--- config.mk ---
export PLATFORM = sky130hd
export DESIGN_NAME = rand_req_sched
export DESIGN_NICKNAME = d
export VERILOG_FILES = /design/src/rtl/rand_req_sched.sv
export SDC_FILE = /design/constraint.sdc
export NUM_CORES = 1
export LEC_CHECK = 0
export ABC_AREA = 1
export CAP_MARGIN = 20
export CORE_ASPECT_RATIO = 0.9
export CORE_MARGIN = 2
export CORE_UTILIZATION = 50
export CTS_BUF_LIST = sky130_fd_sc_hd__clkbuf_2
export DETAILED_ROUTE_END_ITERATION = 16
export MAX_ROUTING_LAYER = met4
export PLACE_DENSITY = 0.89
export SYNTH_ARGS = -nofsm -noshare
export SYNTH_HDL_FRONTEND = slang
export SYNTH_SLANG_ARGS = --single-unit
--- constraint.sdc ---
create_clock -name clk -period 2.35 [get_ports clk]
set_input_delay 0.47 -clock clk [delete_from_list [all_inputs] [get_ports clk]]
set_output_delay 0.47 -clock clk [all_outputs]
set_load 0.01 [all_outputs]
--- src/rtl/rand_req_sched.sv ---
// Arbitrated, seedable 8-bit LFSR random source shared by three requesters
// (odd, even, one-hot). Each grant advances the LFSR by exactly one step.
module rand_req_sched #(
  parameter logic [7:0] SEED = 8'hA5
) (
  input  logic       clk,
  input  logic       rst_n,
  input  logic [2:0] req,
  output logic [2:0] gnt,
  output logic       rsp_valid,
  input  logic       rsp_ready,
  output logic [7:0] rsp_data,
  output logic [1:0] rsp_kind,
  input  logic       seed_load,
  input  logic [7:0] seed_val,
  output logic       busy
);

  if (SEED == 8'h00) begin : g_seed_check
    $error("rand_req_sched: SEED must be nonzero");
  end

  typedef enum logic [1:0] {
    IDLE = 2'd0,
    GEN  = 2'd1,
    RESP = 2'd2
  } state_t;

  localparam logic [1:0] KIND_ODD  = 2'd0;
  localparam logic [1:0] KIND_EVEN = 2'd1;

  state_t     state_q, state_d;
  logic [7:0] lfsr_q, lfsr_d, lfsr_next;
  logic [1:0] ptr_q, ptr_d;
  logic [2:0] gnt_q, gnt_d;
  logic [1:0] kind_q, kind_d;
  logic [7:0] data_q, data_d;
  logic       valid_q, valid_d;

  logic [1:0] win_idx;
  logic       win_found;
  logic [1:0] cand;

  // Fibonacci LFSR, x^8+x^6+x^5+x^4+1.
  assign lfsr_next = {lfsr_q[6:0], lfsr_q[7] ^ lfsr_q[5] ^ lfsr_q[4] ^ lfsr_q[3]};

  function automatic logic [7:0] shape(input logic [7:0] v, input logic [1:0] kind);
    case (kind)
      KIND_ODD:  return v | 8'h01;
      KIND_EVEN: return v & 8'hFE;
      default:   return 8'h01 << v[2:0];
    endcase
  endfunction

  // Round-robin search starting one past the last serviced requester.
  always_comb begin
    // NOTE: every combinational output gets a default first, so no path
    // leaves a variable unassigned and no latch is inferred.
    win_found = 1'b0;
    win_idx   = 2'd0;
    cand      = 2'd0;
    for (int i = 0; i < 3; i++) begin
      cand = 2'((int'(ptr_q) + 1 + i) % 3);
      if (!win_found && req[cand]) begin
        win_found = 1'b1;
        win_idx   = cand;
      end
    end
  end

  always_comb begin
    state_d = state_q;
    lfsr_d  = lfsr_q;
    ptr_d   = ptr_q;
    gnt_d   = gnt_q;
    kind_d  = kind_q;
    data_d  = data_q;
    valid_d = valid_q;

    case (state_q)
      IDLE: begin
        // A seed load takes the cycle; any pending request waits one more.
        if (seed_load) begin
          lfsr_d = (seed_val == 8'h00) ? SEED : seed_val;
        end else if (win_found) begin
          gnt_d   = 3'b001 << win_idx;
          kind_d  = win_idx;
          state_d = GEN;
        end
      end
      GEN: begin
        lfsr_d  = lfsr_next;
        data_d  = shape(lfsr_next, kind_q);
        valid_d = 1'b1;
        state_d = RESP;
      end
      RESP: begin
        if (rsp_ready) begin
          valid_d = 1'b0;
          gnt_d   = 3'b000;
          ptr_d   = kind_q;
          state_d = IDLE;
        end
      end
      default: begin
        state_d = IDLE;
        valid_d = 1'b0;
        gnt_d   = 3'b000;
      end
    endcase
  end

  // NOTE: sequential state is updated with non-blocking assignments so all
  // registers sample pre-edge values, independent of statement order.
  always_ff @(posedge clk or negedge rst_n) begin
    if (!rst_n) begin
      state_q <= IDLE;
      lfsr_q  <= SEED;
      ptr_q   <= 2'd2;
      gnt_q   <= 3'b000;
      kind_q  <= 2'd0;
      data_q  <= 8'h00;
      valid_q <= 1'b0;
    end else begin
      state_q <= state_d;
      lfsr_q  <= lfsr_d;
      ptr_q   <= ptr_d;
      gnt_q   <= gnt_d;
      kind_q  <= kind_d;
      data_q  <= data_d;
      valid_q <= valid_d;
    end
  end

  assign gnt       = gnt_q;
  assign rsp_valid = valid_q;
  assign rsp_data  = data_q;
  assign rsp_kind  = kind_q;
  assign busy      = (state_q != IDLE);

endmodule

-- Word level (Yosys, flattened, before mapping)
Index checks and enable logic that the tools add are counted.
- register bits after elaboration: 26
- input bits: 15
- logic and storage cells: 72
- $add $sub $neg: 3
- div/mod/pow operators: 3
- order comparisons: 3
- equality and inequality tests: 7
- shifts and indexed selects: 2
- mux-type cells: 26
- bitwise gates (word level): 6
- reduce and logical (&&, ||, !) cells: 15
- operators by type and width (operator ; count):
    32-bit by 3-bit remainder unit with 32-bit output, second input constant ; 3
    32-bit by 2-bit adder with 32-bit output, second input constant ; 1
    8-bit case mux with 2 select lines ; 2
    8-bit 2-to-1 mux ; 2
    2-bit 2-to-1 mux ; 6
    2-bit by 3-bit less-than comparator with 1-bit output, second input constant ; 3
    3-bit 2-to-1 mux ; 3
    3-bit case mux with 3 select lines ; 1
    8-bit logical NOT ; 1
    2-bit != test, second input constant ; 4
    1-bit by 3-bit left shift with 8-bit output, first input constant ; 1
    1-bit 2-to-1 mux ; 7
    1-bit binary-select mux with 2-bit select ; 3
    2-bit case mux with 3 select lines ; 1
    2-bit AND reduction ; 3
    3-bit AND reduction ; 2
    3-bit by 2-bit adder with 4-bit output, second input constant ; 1
    2-bit by 1-bit == test with 1-bit output, second input constant ; 2
    2-bit logical NOT ; 2
    4-bit AND reduction ; 1
    2-bit nonzero test ; 2
    2-bit by 1-bit adder with 3-bit output, second input constant ; 1
    1-bit inverter ; 3
    1-bit case mux with 3 select lines ; 1
    5 further kinds ; 9

-- Longest topological paths before layout
- depth in word-level cells: 15
- mapped depth: 12
- depth with buffers taken out: 12

-- Worst setup path before layout
Ideal clock, no wire load.
- path kind: reg-to-reg
- from: reg ptr_q[1]
- to: reg kind_q[1], in the netlist rsp_kind[1]
- setup time: 124 ps
- arrival: 1481 ps
- data required time: 2226 ps
- path slack: 745 ps
- cell stages (with the launch flop): 8
- cell sequence: dfstp_2 > ha_1 > o21ai_1 > nand2_4 > nand3_1 > nand2_1 > o21ai_2 > o21ai_1
- word-level cells in the longest chain between the ends: 12
- RTL lines (element ; RTL line ; RTL):
    from (decl) ; 34 ; logic [1:0] ptr_q, ptr_d;
    from (signal assigned) ; 127 ; ptr_q <= ptr_d;
    2-bit by 1-bit adder with 3-bit output * ; 63 ; cand = 2'((int'(ptr_q) + 1 + i) % 3);
    parallel branches: the longest is 11 deep, another holds 32-bit by 2-bit adder with 32-bit output ; -- ;
    to (signal assigned) ; 129 ; kind_q <= kind_d;
    to (decl) ; 36 ; logic [1:0] kind_q, kind_d;
Mark *: on every way between the ends. The select of a mux whose other input is x is not followed.
A chain may end at the register's enable or synchronous reset.

-- Final worst setup path
- from: reg state_q[0]
- to: out busy
- word-level cells in the longest chain between the ends: 1
- RTL lines (element ; RTL line ; RTL):
    from (decl) ; 32 ; state_t state_q, state_d;
    from (signal assigned) ; 125 ; state_q <= state_d;
    2-bit nonzero test ; 139 ; assign busy = (state_q != IDLE);
    to (decl) ; 16 ; output logic busy
No other way between the ends.

==> summary.md <==
| Metric | Value |
|---|---|
| IO buf count | 29 |
| Max Cap Viol | 0 |
| Slowest cell on crit path | clkdlybuf4s50_1 |
| Sequential share of the synthesized area | 42.9% |
| Clock network fraction of total power | 10.4% |
| Synth area leader | dfrtp_1 |
| Required @ worst endpoint | 1880 ps |
| Worst Max-Slew Pin Slew | 318 ps |
| Overall routing resource usage | 18.8% |
| LEAKAGE | 0.905 nW |
| Worst setup EP type | primary output |
| RSZ-0062 raised after global routing | false |
| CP Cell Sequence | nor2_1, inv_1, clkdlybuf4s50_1 |
| Remaining Overflow, GRT | 0 |
| Switching Share | 45.4% |
| Synth area leaders | dfrtp_1, nand2_1, dfstp_2 |
| Period minus WS final | 2230 ps |
| Fin. Hold Viols | 0 |
| Comb power frac | 57.6% |
| Final WL | 3080 um |
| Post-synthesis cell area | 0.00153 sq mm |
| DPL Wire Length | 2370 um |
| Area grow syn2layout | 24.9% |
| CTS tree | done |
| Clk buf depth | 2 |
| Starting Density | 51.1% |
| DR pass1 iterations | 4 |
| Worst-Skew Late Latency | 350 ps |
| Largest net degree at the start of global routing | 27 |
| Final Wtd Congestion | 0.979 |
| First-pass GRT wire length | 5230 um |
| Arrival time at the worst endpoint | 1760 ps |
| Die H | 56.5 um |
| Setup-failing EPs final | 0 |
| Part of the cycle the worst path needs | 94.8% |
| Count of cell types in the netlist | 31 |
| DR WL/cell | 11.6 um |
| Initial antenna violation count | 0 |
| Crit Path Class | flip-flop to primary output |
| Vias in the first global route | 1217 |
| Mapped Avg Cell Area | 7.98 sq um |
| PD cells | 1390 mW/mm^2 |
| # IOs | 30 |
| Int Pwr | 1.45 mW |
| Worst slew margin | 78.8% |
| Rows | 19 |
| Hold Path Class | primary input to asynchronous set/reset pin |
| Max stage delay on crit path | 580 ps |
| Clock Skews | 16.1 ps |
| Design Power | 2.66 mW |
| Top cell type's share of synthesized area | 34.3% |
| Ys Warns | 0 |
| Hold_ws | 424 ps |
| Max-slew violations | 0 |
| Cells after Synth | 192 |
| Routed vias/inst | 5.24 |
| DRC viols | 0 |
| Vias post-DR | 1389 |
| Clk root buf | clkbuf_2 |
| Die width | 62.3 um |
| Final Util | 63.9% |
| Worst VDD drop | 566 uV |
| Clock transition at the registers of the reported paths | 240 ps |
| Syn nets | 211 |
| Bufs and invs on worst path | 2 |
| Crit start category | flip-flop |
| Seq pwr share | 32.0% |
| Setup Buffers After CTS | 0 |
| Achievable Freq | 449 MHz |
| Fraction of layout cells with a size suffix above 1 | 14.3% |
| Resized Gates After CTS | 0 |
| Worst-path fanout max | 3 |
| Core Region | 0.00300 sq mm |
| Post-synthesis sequential element count | 26 |
| DRT iter0 DRCs | 64 |
| Fillers | 262 |
| Setup TNS | 0 ps |
| Antenna diodes | 0 |
| H-tree Lvls | 1 |
| ANT nets after route | 0 |
| Die area | 0.00352 sq mm |
| Status | finished, final reports clean |
| P_sw | 1.21 mW |
| Clk sinks | 26 |
| Hold-fix buffers, CTS | 0 |
| Nets | 243 |
| Critical path's top delay family | buffers and inverters |
| CTS buffer count | 3 |
## power groups by stage
| stage | sequential (mW) | combinational (mW) | clock (mW) |
|---|---|---|---|
| 2_1_floorplan | 0.868 | 1.06 | 0 |
| 3_3_place_gp | 0.854 | 1.50 | 0 |
| 3_5_place_dp | 0.858 | 1.52 | 0 |
| 4_1_cts | 0.850 | 1.53 | 0.281 |
| 5_1_grt | 0.877 | 1.71 | 0.299 |
| 6_report | 0.853 | 1.53 | 0.277 |
## synth_stat cells, drive strengths merged
| library cell | n |
|---|---|
| a21oi | 1 |
| a22oi | 1 |
| buf | 2 |
| clkbuf | 1 |
| dfrtp | 21 |
| dfstp | 5 |
| ha | 4 |
| inv | 26 |
| nand2 | 61 |
| nand3 | 20 |
| nand3b | 1 |
| nand4 | 1 |
| nor2 | 15 |
| nor3 | 2 |
| o211ai | 3 |
| o21ai | 15 |
| o221ai | 5 |
| o22ai | 1 |
| o311ai | 2 |
| o31ai | 1 |
| xnor2 | 2 |
| xor2 | 2 |
## cell type report
| class | instances | area [sq um] | area share (%) |
|---|---|---|---|
| well taps | 42 | 52.6 | 2.75 |
| clock inverters | 1 | 30.0 | 1.57 |
| multi-input cells | 137 | 763 | 39.9 |
| flip-flops and latches | 26 | 657 | 34.3 |
| inverters | 26 | 97.6 | 5.10 |
| repair buffers | 30 | 298 | 15.6 |
| clock buffers | 3 | 15.0 | 0.785 |
## routing by layer
layer | wire (um) | GRT usage [%]
met5 | 0 | -
met1 | 1540 | 27.1
met4 | 17 | 2.22
met2 | 1350 | 28.7
met3 | 169 | 3.81
## flip-flops by register name, indices dropped and copies added (netlist names)
| signal | flops |
|---|---|
| rsp_data | 8 |
| rsp_kind | 2 |
| rsp_valid | 1 |
| lfsr_q | 8 |
| ptr_q | 2 |
| gnt | 3 |
| state_q | 2 |
## cell families after synthesis
family / count (synthesis) / synth area share, %
XOR/XNOR: 4 / 2.29
buffers and inverters: 29 / 7.27
flip-flops: 26 / 42.9
AO/OA/AOI/OAI: 29 / 12.6
AND/OR/NAND/NOR: 100 / 31.7
adder cells (fa/ha/maj): 4 / 3.27
## stage by stage
stage,cells,worst slack [ps],instance area [sq um]
floorplan,192,745,1530
global placement,261,515,1870
detailed placement,261,503,1870
CTS,265,127,1910
global route,265,58.9,1910
finish,265,123,1910
## cell usage in the layout (no fill, tap or decap), types with 2 or more instances in the layout
cell type        netlist  routed
dfstp_2                5       5
nand2_1               54      54
dfrtp_1               21      21
o211ai_1               3       3
clkbuf_2               0       3
nand3_2                2       2
inv_1                 19      19
nor2_2                 2       2
xor2_1                 2       2
nor3_1                 2       2
ha_1                   4       4
o221ai_1               5       5
o21ai_2                2       2
o21ai_1                6       6
o311ai_1               2       2
xnor2_1                2       2
clkdlybuf4s50_1        0      29
inv_2                  7       7
nor2_1                12      12
nand2_2                4       4
nand3_1               17      17
nand2_4                3       3
o21ai_0                7       7
## worst paths after layout
path	start	endpoint	slack (ps)	cells past startpoint
max in group asynchronous	rst_n	lfsr_q[7]	1610	2
max	state_q[0]	busy	120	3
max reg2reg	ptr_q[0]	rsp_kind[1]	570	8
min	rst_n	rsp_data[5]	420	2
min reg2reg	lfsr_q[2]	lfsr_q[2]	490	2
min in group clk	lfsr_q[2]	lfsr_q[2]	490	2
(Power assumes the default switching activity.)
